File: src/rtl/seq_div_pkg.sv
// -----------------------------------------------------------------------------
// seq_div_pkg
// Shared types and helpers for the sequential signed divider.
//   - div_state_e : controller states (IDLE, RUN, FIX, DONE)
//   - DIV_WIDTH   : default operand width
//   - sat_pos/sat_neg : saturation patterns for a given width
//   - abs_u       : unsigned magnitude of a two's-complement value of a given
//                   width (supports widths up to 32, so WIDTH <= 16)
// -----------------------------------------------------------------------------
package seq_div_pkg;

    localparam int DIV_WIDTH = 8;

    typedef enum logic [1:0] {
        S_IDLE = 2'd0,
        S_RUN  = 2'd1,
        S_FIX  = 2'd2,
        S_DONE = 2'd3
    } div_state_e;

    // Largest positive value representable in 'width' signed bits.
    function automatic logic [31:0] sat_pos(input int width);
        return (32'd1 << (width - 1)) - 32'd1;
    endfunction

    // Most negative value in 'width' signed bits (as an unsigned bit pattern).
    function automatic logic [31:0] sat_neg(input int width);
        return 32'd1 << (width - 1);
    endfunction

    // Magnitude of the low 'width' bits of value, taken as two's complement.
    // The result is unsigned, so the most negative input maps to 2^(width-1)
    // without wrapping.
    function automatic logic [31:0] abs_u(input logic [31:0] value, input int width);
        logic [31:0] mask;
        mask = (width >= 32) ? 32'hFFFF_FFFF : ((32'd1 << width) - 32'd1);
        if (value[width-1]) begin
            return (~value + 32'd1) & mask;
        end
        return value & mask;
    endfunction

endpackage

File: src/rtl/div_substep.sv
// -----------------------------------------------------------------------------
// div_substep
// One combinational restoring-division iteration.
//   rem_i  [WIDTH:0]   partial remainder (always < divisor magnitude)
//   bit_i              next dividend bit, shifted in at the LSB
//   dvs_i  [WIDTH-1:0] divisor magnitude
//   rem_o  [WIDTH:0]   new partial remainder
//   qbit_o             quotient bit produced by this iteration
// -----------------------------------------------------------------------------
module div_substep #(
    parameter int WIDTH = 8
) (
    input  logic [WIDTH:0]   rem_i,
    input  logic             bit_i,
    input  logic [WIDTH-1:0] dvs_i,
    output logic [WIDTH:0]   rem_o,
    output logic             qbit_o
);

    logic [WIDTH+1:0] shifted;
    logic [WIDTH+1:0] diff;

    assign shifted = {rem_i, bit_i};
    // One extra bit above the shifted value catches the borrow.
    assign diff    = shifted - {2'b00, dvs_i};
    assign qbit_o  = ~diff[WIDTH+1];
    assign rem_o   = qbit_o ? diff[WIDTH:0] : shifted[WIDTH:0];

endmodule

File: src/rtl/seq_signed_divider.sv
// -----------------------------------------------------------------------------
// seq_signed_divider
// Multi-cycle signed divider: 2*WIDTH-bit dividend / WIDTH-bit divisor.
// Restoring division on magnitudes, one quotient bit per clock, then sign fix.
//   clk, rst_n (async, active-low)
//   start_i, dividend_i [2W], divisor_i [W]   request and operands
//   ready_o                                    request can be accepted
//   done_o                                     one-cycle result pulse
//   quotient_o, remainder_o [W]                results, held until next done
//   dbz_o, ovf_o                               divide-by-zero / overflow flags
// Optional feature macro SEQ_DIV_PENDING_EN: one-entry pending request buffer
// so a request issued while busy launches right after the current result.
// -----------------------------------------------------------------------------
module seq_signed_divider
    import seq_div_pkg::*;
#(
    parameter int WIDTH = DIV_WIDTH
) (
    input  logic               clk,
    input  logic               rst_n,
    input  logic               start_i,
    input  logic [2*WIDTH-1:0] dividend_i,
    input  logic [WIDTH-1:0]   divisor_i,
    output logic               ready_o,
    output logic               done_o,
    output logic [WIDTH-1:0]   quotient_o,
    output logic [WIDTH-1:0]   remainder_o,
    output logic               dbz_o,
    output logic               ovf_o
);

    localparam int W2 = 2 * WIDTH;
    localparam int CW = $clog2(WIDTH);
    localparam logic [WIDTH-1:0] SAT_POS = WIDTH'(sat_pos(WIDTH));
    localparam logic [WIDTH-1:0] SAT_NEG = WIDTH'(sat_neg(WIDTH));

    div_state_e       state_q, state_d;
    logic [CW-1:0]    cnt_q, cnt_d;
    logic [WIDTH:0]   prem_q, prem_d;
    logic [WIDTH-1:0] dvd_lo_q, dvd_lo_d;   // low dividend bits, consumed MSB first
    logic [WIDTH-1:0] dvs_q, dvs_d;         // divisor magnitude
    logic [WIDTH-1:0] quo_q, quo_d;         // quotient magnitude
    logic             sgn_quo_q, sgn_quo_d;
    logic             sgn_rem_q, sgn_rem_d;
    logic [WIDTH-1:0] quotient_q, quotient_d;
    logic [WIDTH-1:0] remainder_q, remainder_d;
    logic             dbz_q, dbz_d;
    logic             ovf_q, ovf_d;

    // Operation source selected by the request path below.
    logic             launch;
    logic [W2-1:0]    src_dvd;
    logic [WIDTH-1:0] src_dvs;
    logic [W2-1:0]    src_dvd_abs;
    logic [WIDTH-1:0] src_dvs_abs;
    logic             src_sgn_quo;

`ifdef SEQ_DIV_PENDING_EN
    logic             pend_full_q, pend_full_d;
    logic [W2-1:0]    pend_dvd_q, pend_dvd_d;
    logic [WIDTH-1:0] pend_dvs_q, pend_dvs_d;

    always_comb begin
        pend_full_d = pend_full_q;
        pend_dvd_d  = pend_dvd_q;
        pend_dvs_d  = pend_dvs_q;
        ready_o     = !pend_full_q;
        // A buffered request has priority over a new one (ready is low then).
        src_dvd     = pend_full_q ? pend_dvd_q : dividend_i;
        src_dvs     = pend_full_q ? pend_dvs_q : divisor_i;
        launch      = (state_q == S_IDLE) && (pend_full_q || start_i);
        if ((state_q == S_IDLE) && pend_full_q) begin
            pend_full_d = 1'b0;
        end else if ((state_q != S_IDLE) && start_i && !pend_full_q) begin
            pend_full_d = 1'b1;
            pend_dvd_d  = dividend_i;
            pend_dvs_d  = divisor_i;
        end
    end

    always_ff @(posedge clk or negedge rst_n) begin
        if (!rst_n) begin
            pend_full_q <= 1'b0;
            pend_dvd_q  <= '0;
            pend_dvs_q  <= '0;
        end else begin
            pend_full_q <= pend_full_d;
            pend_dvd_q  <= pend_dvd_d;
            pend_dvs_q  <= pend_dvs_d;
        end
    end
`else
    always_comb begin
        ready_o = (state_q == S_IDLE) || (state_q == S_DONE);
        src_dvd = dividend_i;
        src_dvs = divisor_i;
        launch  = start_i && ready_o;
    end
`endif

    assign src_dvd_abs = W2'(abs_u(32'(src_dvd), W2));
    assign src_dvs_abs = WIDTH'(abs_u(32'(src_dvs), WIDTH));
    assign src_sgn_quo = src_dvd[W2-1] ^ src_dvs[WIDTH-1];

    logic [WIDTH:0] step_rem;
    logic           step_bit;

    div_substep #(.WIDTH(WIDTH)) u_step (
        .rem_i  (prem_q),
        .bit_i  (dvd_lo_q[WIDTH-1]),
        .dvs_i  (dvs_q),
        .rem_o  (step_rem),
        .qbit_o (step_bit)
    );

    always_comb begin
        state_d     = state_q;
        cnt_d       = cnt_q;
        prem_d      = prem_q;
        dvd_lo_d    = dvd_lo_q;
        dvs_d       = dvs_q;
        quo_d       = quo_q;
        sgn_quo_d   = sgn_quo_q;
        sgn_rem_d   = sgn_rem_q;
        quotient_d  = quotient_q;
        remainder_d = remainder_q;
        dbz_d       = dbz_q;
        ovf_d       = ovf_q;

        case (state_q)
            S_IDLE, S_DONE: begin
                state_d = S_IDLE;
                if (launch) begin
                    sgn_quo_d = src_sgn_quo;
                    sgn_rem_d = src_dvd[W2-1];
                    dvs_d     = src_dvs_abs;
                    // Upper half seeds the remainder: it is below the divisor
                    // whenever the quotient fits in WIDTH bits.
                    prem_d    = {1'b0, src_dvd_abs[W2-1:WIDTH]};
                    dvd_lo_d  = src_dvd_abs[WIDTH-1:0];
                    quo_d     = '0;
                    cnt_d     = CW'(WIDTH - 1);
                    if (src_dvs == '0) begin
                        state_d     = S_DONE;
                        dbz_d       = 1'b1;
                        ovf_d       = 1'b0;
                        quotient_d  = '1;
                        remainder_d = src_dvd[WIDTH-1:0];
                    end else if (src_dvd_abs[W2-1:WIDTH] >= src_dvs_abs) begin
                        state_d     = S_DONE;
                        dbz_d       = 1'b0;
                        ovf_d       = 1'b1;
                        quotient_d  = src_sgn_quo ? SAT_NEG : SAT_POS;
                        remainder_d = '0;
                    end else begin
                        state_d = S_RUN;
                    end
                end
            end
            S_RUN: begin
                prem_d   = step_rem;
                dvd_lo_d = dvd_lo_q << 1;
                quo_d    = {quo_q[WIDTH-2:0], step_bit};
                if (cnt_q == '0) begin
                    state_d = S_FIX;
                end else begin
                    cnt_d = cnt_q - CW'(1);
                end
            end
            S_FIX: begin
                state_d = S_DONE;
                dbz_d   = 1'b0;
                // Magnitude fits WIDTH unsigned bits but may exceed the signed range.
                if ((!sgn_quo_q && (quo_q > SAT_POS)) || (sgn_quo_q && (quo_q > SAT_NEG))) begin
                    ovf_d       = 1'b1;
                    quotient_d  = sgn_quo_q ? SAT_NEG : SAT_POS;
                    remainder_d = '0;
                end else begin
                    ovf_d       = 1'b0;
                    quotient_d  = sgn_quo_q ? -quo_q : quo_q;
                    remainder_d = sgn_rem_q ? -prem_q[WIDTH-1:0] : prem_q[WIDTH-1:0];
                end
            end
            default: state_d = S_IDLE;
        endcase
    end

    always_ff @(posedge clk or negedge rst_n) begin
        if (!rst_n) begin
            state_q     <= S_IDLE;
            cnt_q       <= '0;
            prem_q      <= '0;
            dvd_lo_q    <= '0;
            dvs_q       <= '0;
            quo_q       <= '0;
            sgn_quo_q   <= 1'b0;
            sgn_rem_q   <= 1'b0;
            quotient_q  <= '0;
            remainder_q <= '0;
            dbz_q       <= 1'b0;
            ovf_q       <= 1'b0;
        end else begin
            state_q     <= state_d;
            cnt_q       <= cnt_d;
            prem_q      <= prem_d;
            dvd_lo_q    <= dvd_lo_d;
            dvs_q       <= dvs_d;
            quo_q       <= quo_d;
            sgn_quo_q   <= sgn_quo_d;
            sgn_rem_q   <= sgn_rem_d;
            quotient_q  <= quotient_d;
            remainder_q <= remainder_d;
            dbz_q       <= dbz_d;
            ovf_q       <= ovf_d;
        end
    end

    assign done_o      = (state_q == S_DONE);
    assign quotient_o  = quotient_q;
    assign remainder_o = remainder_q;
    assign dbz_o       = dbz_q;
    assign ovf_o       = ovf_q;

endmodule

File: config.mk
export PLATFORM = sky130hd
export DESIGN_NAME = seq_signed_divider
export DESIGN_NICKNAME = d
export VERILOG_FILES = /design/src/rtl/seq_div_pkg.sv /design/src/rtl/div_substep.sv /design/src/rtl/seq_signed_divider.sv
export SDC_FILE = /design/constraint.sdc
export NUM_CORES = 1
export LEC_CHECK = 0
export BUFFER_PORTS_ARGS = -buffer_cell sky130_fd_sc_hd__buf_2
export CAP_MARGIN = 0
export CORE_MARGIN = 2
export CORE_UTILIZATION = 30
export DETAILED_ROUTE_END_ITERATION = 6
export GPL_ROUTABILITY_DRIVEN = 0
export PLACE_DENSITY = 0.5
export SLEW_MARGIN = 20
export SYNTH_ARGS = -nofsm -noshare
export SYNTH_HDL_FRONTEND = slang
export SYNTH_SLANG_ARGS = --single-unit
File: constraint.sdc
create_clock -name clk -period 2.8 [get_ports clk]
set_clock_uncertainty 0.05 [all_clocks]
set_input_delay 0.14 -clock clk [delete_from_list [all_inputs] [get_ports clk]]
set_output_delay 0.14 -clock clk [all_outputs]
set_load 0.05 [all_outputs]
# After elaboration in Yosys (flattened, before gate mapping)
# Cells that the tools add are included.
# word_totals
ff_bits	58
input_bits	27
output_inout_bits	20
wordCells	92
# classes
addsub	6
n_lt_le_gt_ge	3
eq_ne	7
n_mux	44
bitwise	4
reduce_logical	16
# ops
cell	count
two-way mux 8 bit	16
one-hot mux 8 bit (2 select lines)	4
two-way mux 16 bit	2
two-way mux 9 bit	2
one-hot mux 9 bit (2 select lines)	1
adder 16 x 1 -> 16 bit, second input constant	1
negation 8 bit	2
NOT 16 bit	1
subtractor 10 x 8 -> 10 bit	1
two-way mux 1 bit	9
adder 8 x 1 -> 8 bit, second input constant	1
>= comparator 8 bit	1
> comparator 8 x 7 -> 1 bit, second input constant	1
> comparator 8 bit, second input constant	1
logical NOT 8 bit	1
two-way mux 2 bit	4
NOT 8 bit	1
two-way mux 3 bit	2
!= test 2 bit, second input constant	3
one-hot mux 2 bit (3 select lines)	1
one-hot mux 3 bit (2 select lines)	1
AND reduction 3 bit	2
== test 2 bit, second input constant	2
one-hot mux 1 bit (2 select lines)	2
other kinds (13)	18

# Logic depth before layout (Yosys ltp)
# Gate-level depths: netlist of run 1.
# depth
ltp_word	9
mapped_depth	15
mapped_depth_nobuf	12

# By module
# Synthesis of run 1 repeated with hierarchy kept, for this count alone.
# hier_totals
hier_cells	483
area_unflattened_um2	4270.3
# by_module_without_submodules
mod	instances	cells_per_inst	area_per_inst_um2	seq_area_each_um2
seq_signed_divider	1	411	3704.8	1451.4
div_substep	1	72	565.5	0.0

# Least setup slack after synthesis of run 1
# OpenSTA, ideal clock, no wires.
# synth_path
path_type	input -> register
from	input port dividend_i[0]
to	register ovf_q, in the netlist ovf_o
setup_time_ns	0.125
t_arrival_ns	2.799
required_time_ns	2.625
slack_ns	-0.174
path_stages	15
path_buffers	3
cell_sequence	inv_1 > ha_1 > or3b_2 > clkbuf_1 > o21ai_0 > xor2_1 > ha_1 > nand2b_1 > a21o_1 > a21oi_1 > o21ai_0 > a21bo_1 > buf_6 > buf_12 > mux2_4
# synth_via
elab_chain_cells	7
# synth_lines
element	line_no	source
from (decl)	seq_signed_divider.sv:22	input logic [2*WIDTH-1:0] dividend_i,
NOT 16 bit	seq_div_pkg.sv:38	return (~value + 32'd1) & mask;
adder 16 x 1 -> 16 bit	seq_div_pkg.sv:38	
two-way mux 16 bit	seq_div_pkg.sv:37	if (value[width-1]) begin
two-way mux 16 bit	seq_div_pkg.sv:40	return value & mask;
>= comparator 8 bit	seq_signed_divider.sv:149	end else if (src_dvd_abs[W2-1:WIDTH] >= src_dvs_abs) begin
!= test 3 bit (no line)	n/a	
AND reduction 3 bit (no line)	n/a	
to (signal assigned)	seq_signed_divider.sv:214	ovf_q <= ovf_d;
to (decl)	seq_signed_divider.sv:48	logic ovf_q, ovf_d;
# No other way between the ends. The select of a mux whose other input is x is not followed.
# A chain may end at the register's enable or synchronous reset.

# Worst setup path after layout of run 1
# layout_path
from	input port dividend_i[4]
to	register remainder_q[5], in the netlist remainder_o[5]
# layout_via
elab_chain_cells	7
# layout_lines
element	line_no	source
NOT 16 bit	seq_div_pkg.sv:38	
adder 16 x 1 -> 16 bit	seq_div_pkg.sv:38	
two-way mux 16 bit	seq_div_pkg.sv:37	
two-way mux 16 bit	seq_div_pkg.sv:40	
>= comparator 8 bit	seq_signed_divider.sv:149	
!= test 3 bit (no line)	n/a	
AND reduction 3 bit (no line)	n/a	
to (signal assigned)	seq_signed_divider.sv:212	remainder_q <= remainder_d;
to (decl)	seq_signed_divider.sv:46	logic [WIDTH-1:0] remainder_q, remainder_d;
# No other way between the ends. The select of a mux whose other input is x is not followed.

==> results of run 1 <==
-- per-layer routing --
metal | track usage [%] | vias up
met1 | 22.60 | 1873
met3 | 4.808 | 14
met5 | 0 | -
met4 | 4.545 | 0
met2 | 27.09 | 68
li1 | - | 1876
-- timing repair --
item	4_1_cts	5_1_grt
resized for setup	0	3
setup buffers	0	2
endpoints found under the hold margin	58	0
endpoints found under the setup margin	0	17
hold buffers	1	0
-- cell usage in the layout (no fill, tap or decap), types with 5 or more instances in the layout --
master     Yosys  routed
a21oi_1       24      23
a31oi_1        6       6
buf_2          1      46
buf_4          0      55
clkbuf_16      0       9
dfrtp_1       58      58
ha_1          25      25
inv_1         29      29
mux2_2        10      10
mux2_4         9       9
mux2i_1        9       9
nand2_1       65      65
nand3_1       11      11
nor2_1        27      27
nor2b_1        7       7
o21ai_0       56      54
o22ai_1        8       8
o31ai_1        7       5
xnor2_1       12      12
xor2_1        19      19
-- flip-flops by register name (all words and copies together) (netlist names), 2 cells and up --
register and flops:
quo_q 8, cnt_q 3, prem_q 9, state_q 2, dvd_lo_q 8, remainder_o 8
quotient_o 8, dvs_q 8
-- critical path: stages --
cell and delay (ns):
buf_2 0.11, or4_4 0.61, o41ai_4 0.35, xor2_1 0.24
inv_1 0.10, ha_1 0.31, nand3_1 0.08, o21ai_1 0.19
a21bo_1 0.21, buf_12 0.18, mux2_2 0.35
-- area by class of cell --
cell class | count | area [um2]
clock buffers | 10 | 239.0
clock inverters | 6 | 90.09
fillers | 1399 | 8492
inverters | 30 | 112.6
multi-input cells | 367 | 2651
flip-flops and latches | 58 | 1451
well taps | 180 | 225.2
repair buffers | 103 | 673.1
-- worst paths after layout --
check                                      end          start  depth (start not counted)  slack (ns)
worst max-delay path            remainder_o[5]  dividend_i[4]                         11        0.11
worst min-delay path                state_q[1]        start_i                          3        0.11
worst max register to register       prem_q[7]       dvs_q[0]                          7        0.32
worst min register to register     dvd_lo_q[4]    dvd_lo_q[4]                          2        0.43
max in group asynchronous          dvd_lo_q[0]          rst_n                          3        1.75
min in group asynchronous             quo_q[1]          rst_n                          3        0.45
-- stage by stage --
| step | hold slack (ns) | setup TNS [ns] | power (mW) | instance area (um2) | instances |
|---|---|---|---|---|---|
| 2_1_floorplan | -0.2056 | -0.7029 | 4.357 | 4325 | 477 |
| 5_1_grt | 0.1371 | -0.02335 | 7.126 | 5443 | 754 |
| 4_1_cts | 0.1174 | 0 | 6.658 | 5413 | 752 |
| 6_report | 0.1115 | 0 | 6.624 | 5443 | 754 |
| 3_5_place_dp | 0.3039 | -5.176 | 5.415 | 5074 | 735 |
| 3_3_place_gp | 0.3035 | -3.968 | 5.353 | 5074 | 735 |
-- where the power goes --
part	internal, mW	switching, mW
combinational	1.61	2.38
clock	0.802	0.421
sequential	1.17	0.239
-- cells by family after synthesis --
logic type                 after synthesis  synth area share [%]
and+or+nand+nor                        144                 17.22
AOI/OAI and AO/OA                      137                 21.12
DFF                                     58                 33.79
buffers and inverters                   52                 5.301
xor gates and xnor gates                32                 6.962
muxes                                   28                 7.865
adders and majority gates               26                 7.748
==> results by group, run 1 <==
Status
  • Outcome: complete, no violations

Routing
  • Met3 WL: 505 um
  • Top Metal Used: met4
  • Post-Route WL: 12250 um
  • Total number of vias: 3831
  • 1st-iter DRT viols: 218
  • Number of routed nets with antenna violations: 0
  • WL/cell: 16.25 um
  • Vias per cell: 5.081
  • Drt drc: 0
  • Met2 wire len: 5775 um
  • First-pass DRT Iterations: 5
  • M1 wire length: 5788 um

STA
  • Post-route clock period utilization: 96.23%
  • Final hold violation count: 0
  • Final setup vio count: 0
  • Slack of the critical path: 0.1057 ns
  • FMAX: 371.1 MHz
  • Slew Viols, Final: 0
  • Max-slew headroom: 49.17%
  • Worst slew pin tran: 0.7625 ns
  • Tmin final: 2.694 ns

Clock tree
  • TritonCTS clock tree: built
  • CTS Root Cell: clkbuf_16
  • CTS clk-pin slew, worst paths: 0.05 ns
  • TritonCTS buffer count: 9
  • Clk buf depth: 2
  • Max H-tree Level: 3
  • CTS Sinks: 58
  • Worst-skew pair later-pin latency: 0.34 ns

Floorplan
  • Full die area: 15290 um2
  • Die Y: 123.7 um
  • DIE WIDTH: 123.7 um
  • Initial core utilization: 30.83%
  • Core footprint: 13930 um2
  • # rows: 43
  • Boundary Pins: 47

Global routing
  • Congestion Overflow GR: 0
  • First-pass GRT wire length: 19620 um
  • Total GRT Usage: 17.00%
  • Initial antenna violation count: 0
  • Vias in the first global route: 3723
  • Largest net degree at the start of global routing: 59

Finish
  • Nets@finish: 622
  • Finished Core Util: 39.06%
  • Share of layout cells above drive strength 1: 29.09%
  • Synth-to-layout area growth: 26.71%
  • N_diodes: 0

Logic synthesis
  • Most common cell in the netlist: nand2_1
  • Synthesized flop and latch total: 58
  • Ys async rst share: 100.0%
  • Post-synth EDFFs: 0
  • Top post-synthesis cells by count: nand2_1, dfrtp_1, o21ai_0
  • Yosys cell types: 70
  • Top FF cell, synth: dfrtp_1
  • Synth Net Count: 530
  • Cell accounting for the most synthesized area: dfrtp_1
  • Part of the Yosys area used for sequential elements: 33.79%
  • Post-Syn Area: 4295 um2
  • Post-Syn Area per Cell: 9.005 um2
  • Synth top area share: 33.79%
  • Synth top area cells: dfrtp_1, ha_1, o21ai_0
  • Synthesis Warnings: 0
  • Post-Synthesis Cells: 477

Power
  • Pwr per Cell Area: 1217 nW/um2
  • Max IR drop VDD: 0.8839 mV
  • Leakage: 2.518 nW

Placed design
  • Port buffer count: 46
  • Post-DP HPWL: 9483 um
  • Setup WS pre-CTS: -0.3123 ns

Critical path
  • Crit-path max FO: 18
  • Worst path required time: 2.97 ns
  • CP Launch Type: primary input
  • CP Class: primary input to register
  • Worst Path Arrival: 2.86 ns
  • CP Capture Type: register

Min path
  • Worst hold path type: primary input to register

Job
  • Max-Cap Viols: 0
No activity file was read; power rests on OpenSTA's default activity.
==> run 2: changes to the inputs <==
Settings changed: PLACE_DENSITY 0.5 to 0.53.
==> run 2 against run 1 <==
  * Die area did not move
  * Critical path depth increased by 1
  * Cell count down 1.1%
  * Total power about the same
  * Non-clock buffer count fell by 8
  * Design area is 0.94% lower
  * First-iteration DRC count rose by 14%
  * Sequential share of layout area increased by 0.25 points
  * Critical endpoint is now quotient_o[2]
  * Largest cell class unchanged
  * Highest routed layer unchanged
==> results by group, run 2 (same netlist as run 1, synthesis figures left out) <==
STA
  • Post-route clock period utilization: 97.38%
  • Tmin final: 2.727 ns
  • FMAX: 366.7 MHz
  • Slew Viols, Final: 0
  • Final hold violation count: 0
  • WHS: 0.09953 ns
  • Max-slew headroom: 49.15%
  • Worst slew pin tran: 0.7628 ns
  • Final setup vio count: 0

Global routing
  • Congestion Overflow GR: 0
  • Initial antenna violation count: 0
  • Total GRT Usage: 16.73%
  • Vias in the first global route: 3769
  • Largest net degree at the start of global routing: 59
  • First-pass GRT wire length: 19740 um

Clock tree
  • CTS Root Cell: clkbuf_16
  • Max H-tree Level: 3
  • CTS Sinks: 58
  • Worst-skew pair later-pin latency: 0.33 ns
  • Clk buf depth: 2
  • TritonCTS buffer count: 9
  • TritonCTS clock tree: built
  • CTS clk-pin slew, worst paths: 0.05 ns

Routing
  • First-pass DRT Iterations: 5
  • Vias per cell: 5.075
  • Number of routed nets with antenna violations: 0
  • Post-Route WL: 11940 um
  • 1st-iter DRT viols: 248
  • WL/cell: 16.00 um
  • Total number of vias: 3786
  • Drt drc: 0

Floorplan
  • Initial core utilization: 30.83%
  • Core footprint: 13930 um2
  • DIE WIDTH: 123.7 um
  • Die Y: 123.7 um
  • Full die area: 15290 um2
  • # rows: 43
  • Boundary Pins: 47

Power
  • Max IR drop VDD: 0.4614 mV
  • Total power: 6.628 mW
  • Pwr per Cell Area: 1229 nW/um2
  • Leakage: 2.493 nW

Finish
  • Nets@finish: 614
  • Reg area: 1451 um2
  • Commonest non-fill, non-tap cells in the layout: nand2_1, dfrtp_1, o21ai_0, buf_4, buf_2
  • N_diodes: 0
  • Commonest non-fill, non-tap cell in the layout: nand2_1
  • Share of layout cells above drive strength 1: 28.27%
  • Area of the multi-input gates: 2646 um2
  • Reg with most FFs: prem_q
  • Filler Cell Count: 1405
  • Synth-to-layout area growth: 25.52%
  • Max reg flops: 9

Critical path
  • Worst-case reg-to-reg path depth: 7
  • CP Class: primary input to register
  • CP Capture Type: register
  • Worst Path Arrival: 2.89 ns
  • CP Launch Type: primary input
  • Worst path required time: 2.96 ns
  • Crit-path max FO: 18

Min path
  • Worst hold path type: primary input to register
  • Hold path depth: 3

Status
  • Outcome: complete, no violations

Job
  • Max-Cap Viols: 0

Placed design
  • Post-DP HPWL: 9202 um
  • Port buffer count: 46
run 2: power breakdown:
part	switching, mW	leakage (nW)	internal, mW	total, mW
clock network	0.397	0.169	0.868	1.26
logic	2.35	1.61	1.57	3.92
registers	0.266	0.715	1.17	1.44
total	3.01	2.49	3.61	6.63
run 2: through the flow:
stage          TNS (ns)  utilization [%]  instance area (um2)  cells  setup WS [ns]
2_1_floorplan   -0.7029                -                 4325    477       -0.07810
3_3_place_gp     -4.109            35.98                 5014    727        -0.2508
3_5_place_dp     -4.713            35.98                 5014    727        -0.2887
4_1_cts               0            38.51                 5366    744        0.06268
5_1_grt        -0.06889            38.69                 5391    746       -0.02031
6_report              0            38.69                 5391    746        0.07331
run 2: final cells by class:
class                   instances  share of cell area [%]
clock inverters                 7                   2.181
inverters                      30                   2.089
well taps                     180                   4.177
flip-flops and latches         58                   26.92
multi-input cells             367                   49.08
clock buffers                   9                   4.177
repair buffers                 95                   11.37
run 2: path summary, 6_finish.rpt:
kind | startpoint | endpoint | slack (ns)
worst min-delay path | start_i | state_q[1] | 0.1
worst max register to register | quo_q[1] | remainder_o[6] | 0.16
min in group asynchronous | rst_n | quo_q[4] | 0.45
worst max-delay path | dividend_i[7] | quotient_o[2] | 0.07
max in group asynchronous | rst_n | dvd_lo_q[2] | 1.74
worst min register to register | dvs_q[4] | dvs_q[4] | 0.43
run 2: critical path, cell delays in order:
cell     delay, ns
buf_2         0.11
or4_4         0.60
buf_4         0.18
o31ai_2       0.24
xnor2_1       0.19
ha_1          0.28
a21o_1        0.18
a21oi_1       0.14
o21ai_1       0.10
a21bo_2       0.24
buf_12        0.17
mux2_4        0.30
run 2: per-layer routing:
layer,vias to the layer above,share of wire [%],wire length [um],track usage (%)
met4,0,1.3,153,4.759
li1,1859,-,-,-
met5,-,0,0,0
met3,11,4.9,587,3.709
met1,1816,48,5705,22.68
met2,100,46,5489,26.79
run 2: repair_timing:
action / CTS / global route
setup endpoints to repair: 0 / 17
gates resized for setup: 0 / 4
setup buffers: 0 / 2
hold buffers: 1 / 0
hold endpoints to repair: 58 / 0
